==> config.mk <==
export PLATFORM = sky130hd
export DESIGN_NAME = bcd_digit_sequencer
export DESIGN_NICKNAME = d
export VERILOG_FILES = /design/src/rtl/bcd_digit_sequencer.sv
export SDC_FILE = /design/constraint.sdc
export NUM_CORES = 1
export LEC_CHECK = 0
export CORE_ASPECT_RATIO = 0.8
export CORE_MARGIN = 5
export CORE_UTILIZATION = 40
export CTS_CLUSTER_DIAMETER = 50
export CTS_CLUSTER_SIZE = 20
export DETAILED_ROUTE_END_ITERATION = 6
export GPL_ROUTABILITY_DRIVEN = 1
export HOLD_SLACK_MARGIN = 0.1
export PLACE_DENSITY = 0.71
export SYNTH_ARGS = -nofsm -noshare
export SYNTH_HDL_FRONTEND = slang
export SYNTH_SLANG_ARGS = --single-unit
==> constraint.sdc <==
create_clock -name clk -period 2.13 [get_ports clk]
set_clock_uncertainty 0.05 [all_clocks]
set_input_delay 0.213 -clock clk [delete_from_list [all_inputs] [get_ports clk]]
set_output_delay 0.213 -clock clk [all_outputs]
set_load 0.1 [all_outputs]
==> src/rtl/bcd_digit_sequencer.sv <==
// Walks a packed BCD word through one external single-digit converter, one digit per clock.
// Latency NDIG+1 cycles from accepted start to done; start is ignored while busy or done.
module bcd_digit_sequencer #(
   parameter int NDIG = 4
) (
   input  logic              clk,
   input  logic              rst,
   input  logic              start,
   input  logic [4*NDIG-1:0] bcd_in,
   output logic              busy,
   output logic              done,
   output logic [4*NDIG-1:0] xs3_out,
   output logic [NDIG-1:0]   err_mask,
   output logic              conv_w,
   output logic              conv_x,
   output logic              conv_y,
   output logic              conv_z,
   input  logic              conv_a,
   input  logic              conv_b,
   input  logic              conv_c,
   input  logic              conv_d
);

   localparam int IW = (NDIG > 1) ? $clog2(NDIG) : 1;
   localparam logic [IW-1:0] LAST_IDX = IW'(NDIG - 1);

   typedef enum logic [1:0] {
      IDLE,
      RUN,
      DONE
   } state_t;

   state_t            state;
   state_t            state_nxt;
   logic [IW-1:0]     idx;
   logic [4*NDIG-1:0] operand;
   logic [3:0]        digit;

   assign digit = operand[4*idx +: 4];

   always_comb begin
      state_nxt = state;
      busy      = 1'b0;
      done      = 1'b0;
      {conv_w, conv_x, conv_y, conv_z} = 4'b0000;
      case (state)
         IDLE: begin
            if (start) state_nxt = RUN;
         end
         RUN: begin
            busy = 1'b1;
            {conv_w, conv_x, conv_y, conv_z} = digit;
            if (idx == LAST_IDX) state_nxt = DONE;
         end
         DONE: begin
            done      = 1'b1;
            state_nxt = IDLE;
         end
         default: state_nxt = IDLE;
      endcase
   end

   always_ff @(posedge clk) begin
      if (rst) begin
         state    <= IDLE;
         idx      <= '0;
         operand  <= '0;
         xs3_out  <= '0;
         err_mask <= '0;
      end else begin
         state <= state_nxt;
         case (state)
            IDLE: begin
               if (start) begin
                  operand  <= bcd_in;
                  xs3_out  <= '0;
                  err_mask <= '0;
                  idx      <= '0;
               end
            end
            RUN: begin
               // converter result is stored as-is even for invalid digits
               xs3_out[4*idx +: 4] <= {conv_a, conv_b, conv_c, conv_d};
               err_mask[idx]       <= (digit > 4'd9);
               if (idx != LAST_IDX) idx <= idx + 1'b1;
            end
            default: ;
         endcase
      end
   end

endmodule
# == Word level (Yosys, flattened, before mapping) ==
# Cells that the tools add are included.
# totals
register_bits,40
in_bits,23
out_inout_bits,26
# op_classes
n_addsub,2
n_lt_le_gt_ge,3
eq_ne,7
n_shift,3
muxes,20
n_reduce_logical,7
# ops
operator,count
$neg 4->34,1
$shift 4x34->16 const A,1
$shiftx 4x34->16,1
$pmux 16 s2,1
$bwmux 16,1
$mux 16,1
$shiftx 16x5->4,1
$mux 2,4
$ne 2x2->1 const B,4
$pmux 2 s2,2
$pmux 4 s2,1
$mux 1,7
$reduce_and 2->1,3
$bwmux 4,1
$eq 2x2->1 const B,2
$gt 4x4->1 const B,1
$mux 4,1
$lt 2x3->1 const B,1
$reduce_and 3->1,1
$add 2x1->2 const B,1
$demux 1 s2,1
$eq 2x1->1 const B,1
$ge 2x1->1 const B,1
$logic_not 2->1,1
other kinds (2),2

# == Logic depth before layout (Yosys ltp) ==
# Gate-level depths: netlist (run 1).
# logic_depth
word_depth,6
depth_mapped,7

# == Worst setup path before layout (run 1) ==
# No wires, ideal clock.
# synth_path
path_kind,reg2out
start,register state[1]
end,output conv_w
t_arrival_ps,2195
slack_ps,-328
path_stages_with_launch,5
n_path_buf,1
cell_sequence,dfxtp_1 > buf_2 > nand2b_4 > inv_1 > and2_1
# synth_via
elab_chain_cells,2
# synth_lines
element,line_no,rtl
from (decl),33,state_t state;
from (signal assigned),71,state <= state_nxt;
$eq 2x1->1,46,case (state)
$mux 1,46,
to (decl),14,"output logic conv_w,"
# Every way passes these cells.

# == Worst setup path in the final report (run 1) ==
# layout_path
start,register idx[0]
end,output conv_x
# layout_via
elab_chain_cells,2
# layout_lines
element,line_no,rtl
from (decl),35,logic [IW-1:0] idx;
from (signal assigned),85,if (idx != LAST_IDX) idx <= idx + 1'b1;
$shiftx 16x5->4,39,assign digit = operand[4*idx +: 4];
$mux 1,46,
to (decl),15,"output logic conv_x,"
# Every way passes these cells.

==> results of run 1 <==
==> cell families (layout without fill, tap and decap cells) <==
kind of cell / count (synthesis) / after routing / share of synthesized area
AOI/OAI and AO/OA: 47 / 47 / 0.166
and+or+nand+nor: 85 / 85 / 0.251
adders and majority gates: 7 / 7 / 0.0485
DFF: 40 / 40 / 0.443
buffers and inverters: 14 / 67 / 0.0374
muxes: 4 / 4 / 0.0540
==> sequential cells by signal, indices dropped and copies added, names as in the netlist <==
signal / cells
state: 2
xs3_out: 16
idx: 2
operand: 16
err_mask: 4
==> worst max-delay path: cells and delay by family (launching register included) <==
kind          cells  cell delay, ns
flops             1            0.51
buf+inv           1            0.16
mux               1            0.59
simple gates      1            0.23
==> power groups by stage <==
| stage | Sequential, uW | Combinational (uW) | Clock (uW) |
|---|---|---|---|
| after global placement | 815 | 310 | 0 |
| after CTS | 799 | 311 | 619 |
| after detailed placement | 817 | 311 | 0 |
| final | 799 | 311 | 611 |
| after global routing | 803 | 335 | 651 |
| after floorplan | 837 | 178 | 0 |
==> per-stage QoR <==
stage,std cells,util,hold slack [ns]
finish,307,0.584,0.405
global route,307,0.584,0.414
CTS,307,0.584,0.403
detailed placement,299,0.558,0.402
global placement,299,0.558,0.392
floorplan,197,-,0.299
==> layout make-up <==
cell class,count,area (um^2)
clock buffers,5,68.8
clock inverters,3,42.5
fillers,385,1780
inverters,4,18.8
multi-input cells,143,942
flip-flops and latches,40,801
well taps,57,71.3
repair buffers,55,556
==> cells in the mapped netlist (all sizes together) <==
master / instances / area, um^2
nor2: 20 / 75.1
a21o: 6 / 45.0
a22oi: 17 / 128
nand2: 45 / 169
and2: 4 / 26.3
nor4: 4 / 85.1
o21ai: 5 / 28.8
nand2b: 4 / 32.5
nor3b: 2 / 26.3
inv: 4 / 15.0
dfxtp: 40 / 801
buf: 5 / 33.8
a21oi: 17 / 85.1
nand3b: 2 / 15.0
mux4: 4 / 97.6
clkbuf: 5 / 18.8
a31oi: 2 / 12.5
or2: 1 / 6.26
ha: 7 / 87.6
nor2b: 3 / 18.8
==> layer usage <==
layer / share of wire / up-vias / GRT usage / wire (um)
met3: 0.046 / 5 / 0.0282 / 199
li1: - / 778 / - / -
met1: 0.50 / 690 / 0.216 / 2160
met4: 0.016 / 0 / 0.0633 / 68
met2: 0.44 / 28 / 0.233 / 1930
met5: 0 / - / 0 / 0
==> worst paths after layout <==
kind / startpoint / end / slack (ns) / depth (start not counted)
setup / recovery: idx[0] / conv_x / 0.07 / 3
hold / removal: bcd_in[4] / operand[4] / 0.40 / 3
setup reg to reg: idx[0] / xs3_out[12] / 0.32 / 6
hold reg to reg: operand[14] / operand[14] / 0.41 / 2
==> placed cells by master (no fill, tap or decap), types with 2 or more instances in the layout <==
cell	n
a21oi_1	17
dfxtp_1	40
o21ai_0	2
and2_2	4
clkdlybuf4s50_1	22
nor2_1	20
nor4_4	4
buf_4	26
buf_12	7
nand3b_1	2
nor2b_1	3
clkinvlp_4	2
clkbuf_8	5
a22oi_1	17
mux4_2	2
mux4_1	2
a31oi_1	2
inv_1	3
o21ai_1	2
nand2b_1	3
ha_1	7
nand2_1	45
a21o_1	6
==> reports/results.tsv, run 1 <==
metric	value	unit
cts_sinks	40	
worst_pin_slew	0.518	ns
drv_cap	0	
setup_viol	0	
grt_overflow	0	
synth-seq-cells	40	
cts_setup_buffers	0	
start_util	0.422	
postCtsResizedCells	0	
period_share	0.967	
path_class	reg2out	
cp_data_required_time	1.87	ns
grt.total_usage	0.154	
syn_avg_cell_area	9.17	um^2
syn_inst	197	
fin_area	0.00250	mm^2
nNetsFinal	279	
cp-end-kind	output port	
portBuffers	48	
ys_seq_area_frac	0.443	
switchingPower	474	uW
wl	4360	um
grt_pass1_vias	1526	
place_ws	0.325	ns
period_needed	2.06	ns
cp_slowest_cell	mux4_2	
setup_ws	0.0708	ns
design.die.area	0.00597	mm^2
vdd_ir_drop_max	0.322	mV
clk_pin_slew	0.09	ns
place_congestion	0.820	
io_pins	49	
dp_hpwl	3350	um
tns	0	ns
ant_nets	0	
die_width	85.1	um
numCtsBuffers	5	
drive_gt1_frac	0.224	
rows	21	
clkPwrFrac	0.355	
drt-initial-drc-count	85	
ys_types	28	
cts_hold_buf	0	
maxSlewViolCount	0	
netlist_area	0.00181	mm^2
ys_warn_count	0	
power	1720	uW
core_area	0.00428	mm^2
fmax	0.486	GHz
critPathArrivalTime	1.80	ns
combPwrFrac	0.180	
rsz0062_at_grt	no	
n_antenna_cell	0	
swShare	0.276	
drcViolationCount	0	
status	complete, no violations	
dpl_cell_area	0.00239	mm^2
cp_slowest_stage_delay	0.59	ns
clockBufferDepth	2	
critPathLaunchType	flop	
powerDensity	688	mW/mm^2
drt_pre_antenna_iters	4	
clkLatencyLatePin	0.30	ns
synth_fp_nets	227	
grt_pass1_wl	7390	um
die_h	70.1	um
cts_htree_levels	2	
seq_power_share	0.464	
worstPathCellList	mux4_2 > and2_2 > buf_12	
slew_headroom	0.654	
tritoncts	done	
min_path_type	in2reg	
wl_per_cell	14.2	um
p_int	1250	uW
power_leakage	0.00100	uW
root_buffer	clkbuf_8	
vias	1501	
cp_max_fo	6	
via_per_inst	4.89	
syn_to_final_growth	38.4	%
hold_viol	0	
antenna_found_initial	0	
grt_max_degree	26	
Note: power is estimated with default switching activity, not from simulation.
==> inputs of run 2 (changes only) <==
--- a/config.mk
+++ b/config.mk
@@ -12,8 +12,10 @@
 export CTS_CLUSTER_SIZE = 20
 export DETAILED_ROUTE_END_ITERATION = 6
 export GPL_ROUTABILITY_DRIVEN = 1
+export GPL_TIMING_DRIVEN = 1
 export HOLD_SLACK_MARGIN = 0.1
 export PLACE_DENSITY = 0.71
+export SETUP_SLACK_MARGIN = 0.3
 export SYNTH_ARGS = -nofsm -noshare
 export SYNTH_HDL_FRONTEND = slang
 export SYNTH_SLANG_ARGS = --single-unit
==> run 2 against run 1 <==
Compared with the run above:
- non-clock buffer count up 13
- worst hold slack gained 0.0045 ns
- final cell count is 3.9% higher
- clock power decreased by 24%
- combinational power rose by 14%
- core utilization is 2.9 points higher
- largest cell class unchanged
- first-iteration DRC count is 4.7% lower
- highest routed layer unchanged
- count of clock-buffer cells in the layout rose by 1
==> reports/results.tsv, run 2 (same netlist as run 1, synthesis figures left out) <==
metric	value	unit	change
drive_gt1_frac	0.309		was 0.224
cp_slowest_cell	mux4_1		was mux4_2
die_width	85.1	um	unchanged
setup_viol	0		unchanged
clkLatencyLatePin	0.28	ns	was 0.30 ns
min_path_type	reg2reg		was in2reg
wl	4410	um	was 4360 um
clockBufferDepth	2		unchanged
vdd_ir_drop_max	0.391	mV	was 0.322 mV
dp_hpwl	3150	um	was 3350 um
drv_cap	0		unchanged
cp_max_fo	5		was 6
dp_cells	299		unchanged
wl_per_cell	13.8	um	was 14.2 um
critPathLaunchType	flop		unchanged
power	1620	uW	was 1720 uW
numCtsBuffers	5		unchanged
grt_pass1_wl	7290	um	was 7390 um
period_share	0.852		was 0.967
rows	21		unchanged
start_util	0.422		unchanged
fill_cells	379		was 385
drt_pre_antenna_iters	4		unchanged
drt-initial-drc-count	81		was 85
worstPathCellList	mux4_1 > and2_4 > buf_12		was mux4_2 > and2_2 > buf_12
period_needed	1.81	ns	was 2.06 ns
cp_data_required_time	1.87	ns	about the same
path_class	reg2out		unchanged
n_antenna_cell	0		unchanged
syn_to_final_growth	45.2	%	was 38.4%
antenna_found_initial	0		unchanged
cp-end-kind	output port		unchanged
via_per_inst	4.99		was 4.89
grt_pass1_vias	1477		was 1,526
grt_max_degree	21		was 26
drcViolationCount	0		unchanged
hold_depth	2		was 3
hold_viol	0		unchanged
reg.largest.list	operand: 16 flops, xs3_out: 16 flops, err_mask: 4 flops		unchanged
core_area	0.00428	mm^2	unchanged
powerDensity	616	mW/mm^2	was 688 mW/mm^2
grt.total_usage	0.151		was 0.154
place_ws	0.296	ns	was 0.325 ns
ant_nets	0		unchanged
design.die.area	0.00597	mm^2	unchanged
r2r_cells	7		was 6
root_buffer	clkbuf_8		unchanged
layout_commonest_cell	nand2_1		unchanged
slew_headroom	0.785		was 0.654
cp_slowest_stage_delay	0.54	ns	was 0.59 ns
rsz0062_at_grt	yes		was no
grt_overflow	0		unchanged
tritoncts	done		unchanged
cts_sinks	40		unchanged
nNetsFinal	292		was 279
portBuffers	48		unchanged
maxSlewViolCount	0		unchanged
io_pins	49		unchanged
vias	1591		was 1,501
worst_pin_slew	0.319	ns	was 0.518 ns
final_cell_mix	45 x nand2_1, 38 x buf_4, 36 x dfxtp_1		was 45 x nand2_1, 40 x dfxtp_1, 26 x buf_4
clk_pin_slew	0.07	ns	was 0.09 ns
die_h	70.1	um	unchanged
status	complete, no violations		unchanged
tns	0	ns	unchanged
setup_ws	0.316	ns	was 0.0708 ns
power_leakage	0.00105	uW	was 0.00100 uW
fin_util	0.613		was 0.584
cts_hold_buf	0		unchanged
cts_htree_levels	2		unchanged
critPathArrivalTime	1.55	ns	was 1.80 ns
stdcell_count	319		was 307
fmax	0.551	GHz	was 0.486 GHz
place_congestion	0.763		was 0.820
run 2: changes by cell type in the layout (fill, tap and decap cells not counted), sizes merged:
cell,change
clkbuf,+1
inv,-2
bufinv,-1
clkinvlp,+1
buf,+13
run 2: critical path: cells and delay by family, from the launching register on:
family	cells	cell delay, ns
DFF	1	0.39
buffers and inverters	1	0.16
and+or+nand+nor	1	0.18
muxes	1	0.54
run 2: report_power, final:
group / switching, uW / internal, uW / leakage (uW) / total [uW]
Combinational: 197 / 156 / 0.000681 / 353
Sequential: 23.8 / 774 / 0.000328 / 798
Clock: 242 / 223 / 0.0000410 / 464
run 2: timing repair:
item | in CTS | in global routing
endpoints found under the hold margin | 0 | 0
pin swaps | 0 | 9
gates cloned | 0 | 0
endpoints found under the setup margin | 9 | 21
buffers inserted | 4 | 9
gates resized for setup | 8 | 15
run 2: final timing paths:
kind | to | from | slack (ns)
worst max-delay path | conv_z | idx[0] | 0.32
worst min-delay path | operand[6] | operand[6] | 0.41
worst max register to register | xs3_out[12] | idx[0] | 0.37
worst min register to register | operand[6] | operand[6] | 0.41
run 2: stage by stage:
stage / cell area (um^2) / hold slack [ns]
after floorplan: 1830 / 0.299
after global placement: 2370 / 0.392
after detailed placement: 2370 / 0.396
after CTS: 2480 / 0.407
after global routing: 2620 / 0.410
final: 2620 / 0.409
run 2: layout make-up:
class                           instances  area [um^2]  area share
Multi-Input combinational cell        143          998       0.381
Sequential cell                        40          811       0.309
Timing Repair Buffer                   68          639       0.244
Clock buffer                            6         72.6      0.0277
Tap cell                               57         71.3      0.0272
Inverter                                4         26.3      0.0100
Clock inverter                          1         5.00     0.00191
run 2: layer usage:
layer	vias to the layer above	track usage	wire length, um
met4	0	0.0580	53
li1	806	-	-
met3	5	0.0294	164
met5	-	0	0
met2	21	0.217	2000
met1	759	0.220	2190
